<file path="src/rtl/counter_pkg.sv">
// Shared constants for the counter block: default width and terminal count.
package counter_pkg;

   localparam int COUNTER_WIDTH_DEF = 8;
   localparam int COUNTER_MAX_DEF   = 255;

endpackage : counter_pkg

</file>
<file path="src/rtl/counter.sv">
// Up-counter with programmable terminal count, asynchronous active-high
// reset, and a registered one-cycle wrap pulse. Both outputs come straight
// from flip-flops, so enable never reaches an output combinationally.
module counter
   import counter_pkg::*;
#(
   parameter int WIDTH     = COUNTER_WIDTH_DEF,
   parameter int MAX_COUNT = COUNTER_MAX_DEF
) (
   input  logic             clk,
   input  logic             reset,
   input  logic             enable,
   output logic [WIDTH-1:0] count,
   output logic             wrap
);

   // Largest value a WIDTH-bit count can hold, computed wide enough that it
   // cannot overflow for any sensible WIDTH.
   localparam longint COUNT_LIMIT = (longint'(1) << WIDTH) - longint'(1);

   // An illegal parameter set stops elaboration instead of building a
   // counter that silently truncates its terminal value.
   if (WIDTH < 1) begin : g_bad_width
      $fatal(1, "counter: WIDTH must be >= 1");
   end
   if (MAX_COUNT < 1 || longint'(MAX_COUNT) > COUNT_LIMIT) begin : g_bad_max
      $fatal(1, "counter: MAX_COUNT must lie in 1 .. 2**WIDTH-1");
   end

   localparam logic [WIDTH-1:0] TERMINAL = WIDTH'(MAX_COUNT);

   logic             at_terminal;
   logic [WIDTH-1:0] count_next;
   logic             wrap_next;

   // Next-state logic: step or wrap the count when enabled, flag the wrap.
   always_comb begin
      // NOTE: every output of this block gets a value before any branch, so a
      // path that skips an assignment cannot infer a latch.
      count_next  = count;
      wrap_next   = 1'b0;
      at_terminal = (count == TERMINAL);
      if (enable) begin
         count_next = at_terminal ? '0 : count + 1'b1;
         wrap_next  = at_terminal;
      end
   end

   // State registers; reset clears both immediately, without waiting for clk.
   always_ff @(posedge clk or posedge reset) begin
      // NOTE: non-blocking assignments here so every register samples the
      // pre-edge values, independent of statement order.
      if (reset) begin
         count <= '0;
         wrap  <= 1'b0;
      end else begin
         count <= count_next;
         wrap  <= wrap_next;
      end
   end

endmodule : counter

</file>
<file path="config.mk">
export PLATFORM = sky130hd
export DESIGN_NAME = counter
export DESIGN_NICKNAME = d
export VERILOG_FILES = /design/src/rtl/counter_pkg.sv /design/src/rtl/counter.sv
export SDC_FILE = /design/constraint.sdc
export NUM_CORES = 1
export LEC_CHECK = 0
export ABC_AREA = 1
export ABC_CLOCK_PERIOD_IN_PS = 2800
export CAP_MARGIN = 15
export CORE_AREA = 2 2 39 41
export CTS_CLUSTER_DIAMETER = 50
export DETAILED_ROUTE_END_ITERATION = 16
export DIE_AREA = 0 0 41 43
export PLACE_DENSITY_LB_ADDON = 0.08
export SYNTH_ARGS = -nofsm -noshare
export SYNTH_HDL_FRONTEND = slang
export SYNTH_SLANG_ARGS = --single-unit
</file>
<file path="constraint.sdc">
create_clock -name clk -period 2.8 [get_ports clk]
set_input_delay 0.56 -clock clk [delete_from_list [all_inputs] [get_ports clk]]
set_output_delay 0.56 -clock clk [all_outputs]
set_load 0.005 [all_outputs]
</file>
==> qor.yml, run 1 <==
place:
  placed_cells: 87
  gp_congestion: 0.739
  place_ws_ns: 1.09
  placed_area_um2: 592
  dp_hpwl_um: 656
  port_buffers: 11
clock_tree:
  cts.path.max_buffers: 2
  post_cts_buffers: 0
  ctsResizeCount: 0
  cts_made_buffers: 3
  clk_pin_slew_worst_paths_ns: 0.06
  cts-htree-levels: 1
  cts_root_buf: "clkbuf_4"
  clkLatencyLatePin_ns: 0.26
  hold_buffers: 0
  cts_tree: "yes"
  clkSinkCount: 9
drt:
  dr.pass1.iters: 3
  route.detailed.drc: 0
  postRouteAntennaNets: 0
  drt_iter0_drc: 7
  wl_per_cell_um: 9.47
  routed_wl_um: 862
  vias: 386
  routed_via_density: 4.24
critical_path:
  cpPeakStageDelay_ns: 0.53
  critPathMaxFanout: 5
  cp.required_ns: 2.24
  critPathLaunchType: "flop"
  slowest_stage: "clkdlybuf4s50_1"
  cp_top_family: "buffers and inverters"
  path_class: "reg -> out"
  cp_data_arrival_time_ns: 1.20
  path_cells: "clkdlybuf4s50_1"
  path_buf_inv: 1
  endpoint_kind: "output port"
logic_synthesis:
  syn_nets: 64
  yosysSeqAreaShare_pct: 48.8
  syn_avg_cell_area_um2: 7.69
  synth_area_um2: 462
  ys_warn_count: 0
  synth_area_leaders: "dfrtp_1 (49%), nand2_1 (19%), inv_1 (7.3%), nor2_1 (4.9%), nand3_1 (4.3%)"
  syn_inst: 60
  yosys.area.top_type: "dfrtp_1"
  synthDistinctLibCells: 13
  synth_top_area_share_pct: 48.8
  synth-seq-cells: 9
global_routing:
  grt_pass1_wl_um: 1500
  grt_max_degree: 10
  antenna_found_initial: 0
  grt_pass1_vias: 354
  grt-ovfl-total: 0
  grt_use_total_pct: 12.9
sta:
  rsz0062_at_grt: "no"
  final_hold_viol_count: 0
  skew_ns: 0.00243
  hold-worst-slack_ns: 0.514
  max_freq_mhz: 567
  setup_violations: 0
  max_slew_margin_pct: 75.4
  worstMarginPinSlew_ns: 0.369
  period_share_pct: 63.0
  slew_viol_final: 0
  setup_ws_ns: 1.04
  fin_setup_tns_ns: 0
  period_minus_slack_ns: 1.76
floorplanning:
  die-area_um2: 1760
  coreArea_um2: 1380
  die_y_um: 43
  initial_core_util_pct: 33.4
  ioPinCount: 12
  fp-row-count: 14
  die_width_um: 41
power_and_ir_drop:
  comb_power_share_pct: 38.8
  p_sw_share_pct: 34.9
  peakVddDrop_mv: 0.469
  internal_power_uw: 349
  power.density_cell_area_nw_per_um2: 868
  p_leak_uw: 0.000311
  pwr-share-clk_pct: 18.4
  seqPwrFrac_pct: 42.7
  switchingPower_uw: 187
status:
  outcome: "completed"
cells_and_area:
  antenna_cells: 0
  layout.nets: 80
  design_area_um2: 618
  fill_cells: 147
  final-instance-count-excl-fill: 91
  area_delta_synth_final_pct: 33.9
  drive_gt1_share_pct: 9.33
job:
  max_cap_violations: 0
worst_hold_path:
  hp-class: "reg -> reg"
-- final timing paths --
path,from,to,slack [ns],depth (start not counted)
min in group asynchronous,reset,count[5],0.57,2
setup reg to reg,count[0],count[7],1.52,6
max in group asynchronous,reset,count[7],1.97,2
hold / removal,count[4],count[4],0.51,1
hold reg to reg,count[4],count[4],0.51,1
setup / recovery,count[0],count[0],1.04,1
-- cells in the mapped netlist --
| cell | number |
|---|---|
| nor2_2 | 2 |
| xor2_1 | 1 |
| dfrtp_1 | 9 |
| nand4_1 | 1 |
| inv_1 | 9 |
| nor2_4 | 1 |
| xnor2_1 | 1 |
| ha_1 | 1 |
| nand2_1 | 23 |
| nor2_1 | 6 |
| o21bai_1 | 1 |
| nand2_2 | 1 |
| nand3_1 | 4 |
-- cell families after synthesis --
logic type                 count (synthesis)  share of synthesized area [%]
AOI/OAI and AO/OA                          1                           1.63
xor gates and xnor gates                   2                           3.79
adders and majority gates                  1                           2.71
buffers and inverters                      9                           7.32
DFF                                        9                           48.8
and+or+nand+nor                           38                           35.8
-- metal layers --
layer	routed length (um)	part of all wire, %	GRT usage, %
met5	0	0	0
met4	9	1.0	10.0
met2	378	44	15.3
met3	31	3.6	3.14
met1	442	51	19.0
-- through the flow --
step                utilization, %  power (uW)
floorplan                        -         327
global placement              42.8         444
detailed placement            42.8         443
CTS                           44.7         545
global route                  44.7         584
finish                        44.7         536
-- final cells by class --
cell class | count | area (um^2) | area share, %
Inverter | 9 | 33.8 | 5.47
Timing Repair Buffer | 11 | 110 | 17.8
Tap cell | 16 | 20.0 | 3.24
Sequential cell | 9 | 225 | 36.4
Clock buffer | 4 | 26.3 | 4.25
Multi-Input combinational cell | 42 | 203 | 32.8
-- power groups by stage --
stage / clock network (uW) / logic, uW / registers (uW)
final: 98.8 / 208 / 229
after floorplan: 0 / 100 / 227
after CTS: 102 / 213 / 231
after global placement: 0 / 210 / 234
after detailed placement: 0 / 211 / 232
after global routing: 109 / 237 / 238
-- state kept, by name, summed over array words and instances (netlist names) --
name and flops:
count 8, wrap 1
-- placed cells by master (no fill, tap or decap) --
cell	instances
clkbuf_4	3
clkbuf_1	1
o21bai_1	1
nand2_2	1
nand2_1	23
nand4_1	1
ha_1	1
nor2_2	2
inv_1	9
nand3_1	4
nor2_4	1
clkdlybuf4s50_1	11
dfrtp_1	9
xor2_1	1
nor2_1	6
xnor2_1	1
(Power assumes the default switching activity.)
==> run 2: changes to the inputs <==
--- a/config.mk
+++ b/config.mk
@@ -6,7 +6,7 @@
 export NUM_CORES = 1
 export LEC_CHECK = 0
 export ABC_AREA = 1
-export ABC_CLOCK_PERIOD_IN_PS = 2800
+export ABC_CLOCK_PERIOD_IN_PS = 1500
 export CAP_MARGIN = 15
 export CORE_AREA = 2 2 39 41
 export CTS_CLUSTER_DIAMETER = 50
==> constraint.sdc (replaced) <==
create_clock -name clk -period 1.5 [get_ports clk]
set_input_delay 0.3 -clock clk [delete_from_list [all_inputs] [get_ports clk]]
set_output_delay 0.3 -clock clk [all_outputs]
set_load 0.005 [all_outputs]
==> run 2 against run 1 <==
Against the previous run: setup slack worse by 1.0 ns; register-to-register slack worse by 1.4 ns; total power increased by 110%; cell count rose by 7.7%; clock power grew 90%; non-clock buffer count increased by 7; largest cell class unchanged; die area stayed put; sequential power is 67% higher; utilization increased by 4.0 points; first-iteration DRC count fell by 57%.
==> qor.yml, run 2 (synthesized netlist as in run 1, its figures left out) <==
place:
  dp_hpwl_um: 667
  gp_congestion: 0.739
  port_buffers: 11
power_and_ir_drop:
  p_leak_uw: 0.000355
  p_sw_share_pct: 33.6
  internal_power_uw: 731
  power.density_cell_area_nw_per_um2: 1640
  switchingPower_uw: 370
  seqPwrFrac_pct: 34.7
  comb_power_share_pct: 48.3
  pwr-share-clk_pct: 17.0
  peakVddDrop_mv: 0.847
drt:
  met3_length_um: 35
  route.met2.wl_um: 391
  vias: 420
  drt_iter0_drc: 3
  routedLengthMet1_um: 471
  postRouteAntennaNets: 0
  routed_via_density: 4.29
  top_layer: "met4"
  route.detailed.drc: 0
  dr.pass1.iters: 2
  wl_per_cell_um: 9.41
  routed_wl_um: 922
global_routing:
  grt_pass1_wl_um: 1550
  grt_pass1_vias: 362
  grt-ovfl-total: 0
  antenna_found_initial: 0
  grt_use_total_pct: 13.3
  grt_max_degree: 10
critical_path:
  path_class: "reg -> out"
  cp_data_arrival_time_ns: 1.17
  path_buf_inv: 1
  critPathLaunchType: "flop"
  endpoint_kind: "output port"
  critPathMaxFanout: 4
  cpPeakStageDelay_ns: 0.52
  r2r-start: "count[0]"
  slowest_stage: "clkdlybuf4s50_1"
  cp_top_family: "buffers and inverters"
  cp.required_ns: 1.20
  crit_start: "count[1]"
  path_cells: "clkdlybuf4s50_1"
sta:
  fin_setup_tns_ns: 0
  period_minus_slack_ns: 1.47
  max_slew_margin_pct: 76.6
  hold-worst-slack_ns: 0.300
  slew_viol_final: 0
  skew_ns: 0.00297
  rsz0062_at_grt: "no"
  final_hold_viol_count: 0
  worstMarginPinSlew_ns: 0.350
  setup_violations: 0
  period_share_pct: 97.7
  max_freq_mhz: 683
clock_tree:
  cts.path.max_buffers: 2
  cts_tree: "yes"
  cts_root_buf: "clkbuf_4"
  cts-htree-levels: 1
  clkSinkCount: 9
  cts_made_buffers: 3
  clkLatencyLatePin_ns: 0.26
  clk_pin_slew_worst_paths_ns: 0.06
cells_and_area:
  fill_cells: 138
  reg_top3: "count x8, wrap x1"
  antenna_cells: 0
  layout.nets: 87
  multi_input_area_um2: 203
  drive_gt1_share_pct: 17.1
  final_common_cell: "nand2_1"
  area_delta_synth_final_pct: 45.8
  top_register: "count"
  mostFrequentLayoutCells: "nand2_1 (23), clkdlybuf4s50_1 (10), inv_1 (9), dfrtp_1 (9), buf_4 (7)"
  largest_reg_flops: 8
  final-seq-area_um2: 225
floorplanning:
  initial_core_util_pct: 33.4
  die_width_um: 41
  ioPinCount: 12
  coreArea_um2: 1380
  die-area_um2: 1760
  die_y_um: 43
  fp-row-count: 14
status:
  outcome: "completed"
job:
  max_cap_violations: 0
worst_hold_path:
  hp-class: "in -> async"
==> run 2: cell count changes in the layout (fill, tap and decap cells not counted), sizes merged <==
| cell | delta |
|---|---|
| dlymetal6s2s | +1 |
| clkdlybuf4s50 | -1 |
| buf | +7 |
==> run 2: power by group through the flow <==
| stage | combinational (uW) | clock [uW] | sequential (uW) |
|---|---|---|---|
| after floorplan | 187 | 0 | 423 |
| after global placement | 392 | 0 | 437 |
| after detailed placement | 394 | 0 | 435 |
| after CTS | 499 | 192 | 394 |
| after global routing | 597 | 205 | 396 |
| final | 532 | 188 | 382 |
==> run 2: through the flow <==
stage / total power, uW / utilization (%) / worst slack (ns) / std cells / area [um^2]
floorplan: 610 / - / 0.341 / 60 / 462
global placement: 829 / 42.8 / 0.0588 / 87 / 592
detailed placement: 829 / 42.8 / 0.0492 / 87 / 592
CTS: 1080 / 46.8 / 0.00826 / 95 / 648
global route: 1200 / 48.6 / 0.00645 / 98 / 673
finish: 1100 / 48.6 / 0.0350 / 98 / 673
==> run 2: area by class of cell <==
class | instances | share of cell area (%)
clock buffer | 4 | 3.90
tap | 16 | 2.97
inverter | 9 | 5.02
sequential | 9 | 33.5
multi-input combinational | 42 | 30.1
timing repair buffer | 18 | 24.5
==> run 2: routing by layer <==
layer	track usage (%)	vias up
li1	-	223
met1	19.7	186
met2	15.9	7
met3	3.14	4
met4	10.0	0
met5	0	-
==> run 2: what timing repair did <==
| action | CTS | global route |
|---|---|---|
| endpoints found under the setup margin | 4 | 4 |
| setup buffers | 4 | 3 |
| hold buffers | 0 | 0 |
| resized for setup | 0 | 1 |
==> run 2: path summary, 6_finish.rpt <==
| kind | slack (ns) | depth (start not counted) | end |
|---|---|---|---|
| min reg2reg | 0.52 | 1 | count[2] |
| max in group asynchronous | 0.94 | 2 | count[7] |
| min in group clk | 0.52 | 1 | count[2] |
| max reg2reg | 0.17 | 7 | count[7] |
| max | 0.03 | 1 | count[1] |
| min | 0.30 | 2 | count[5] |
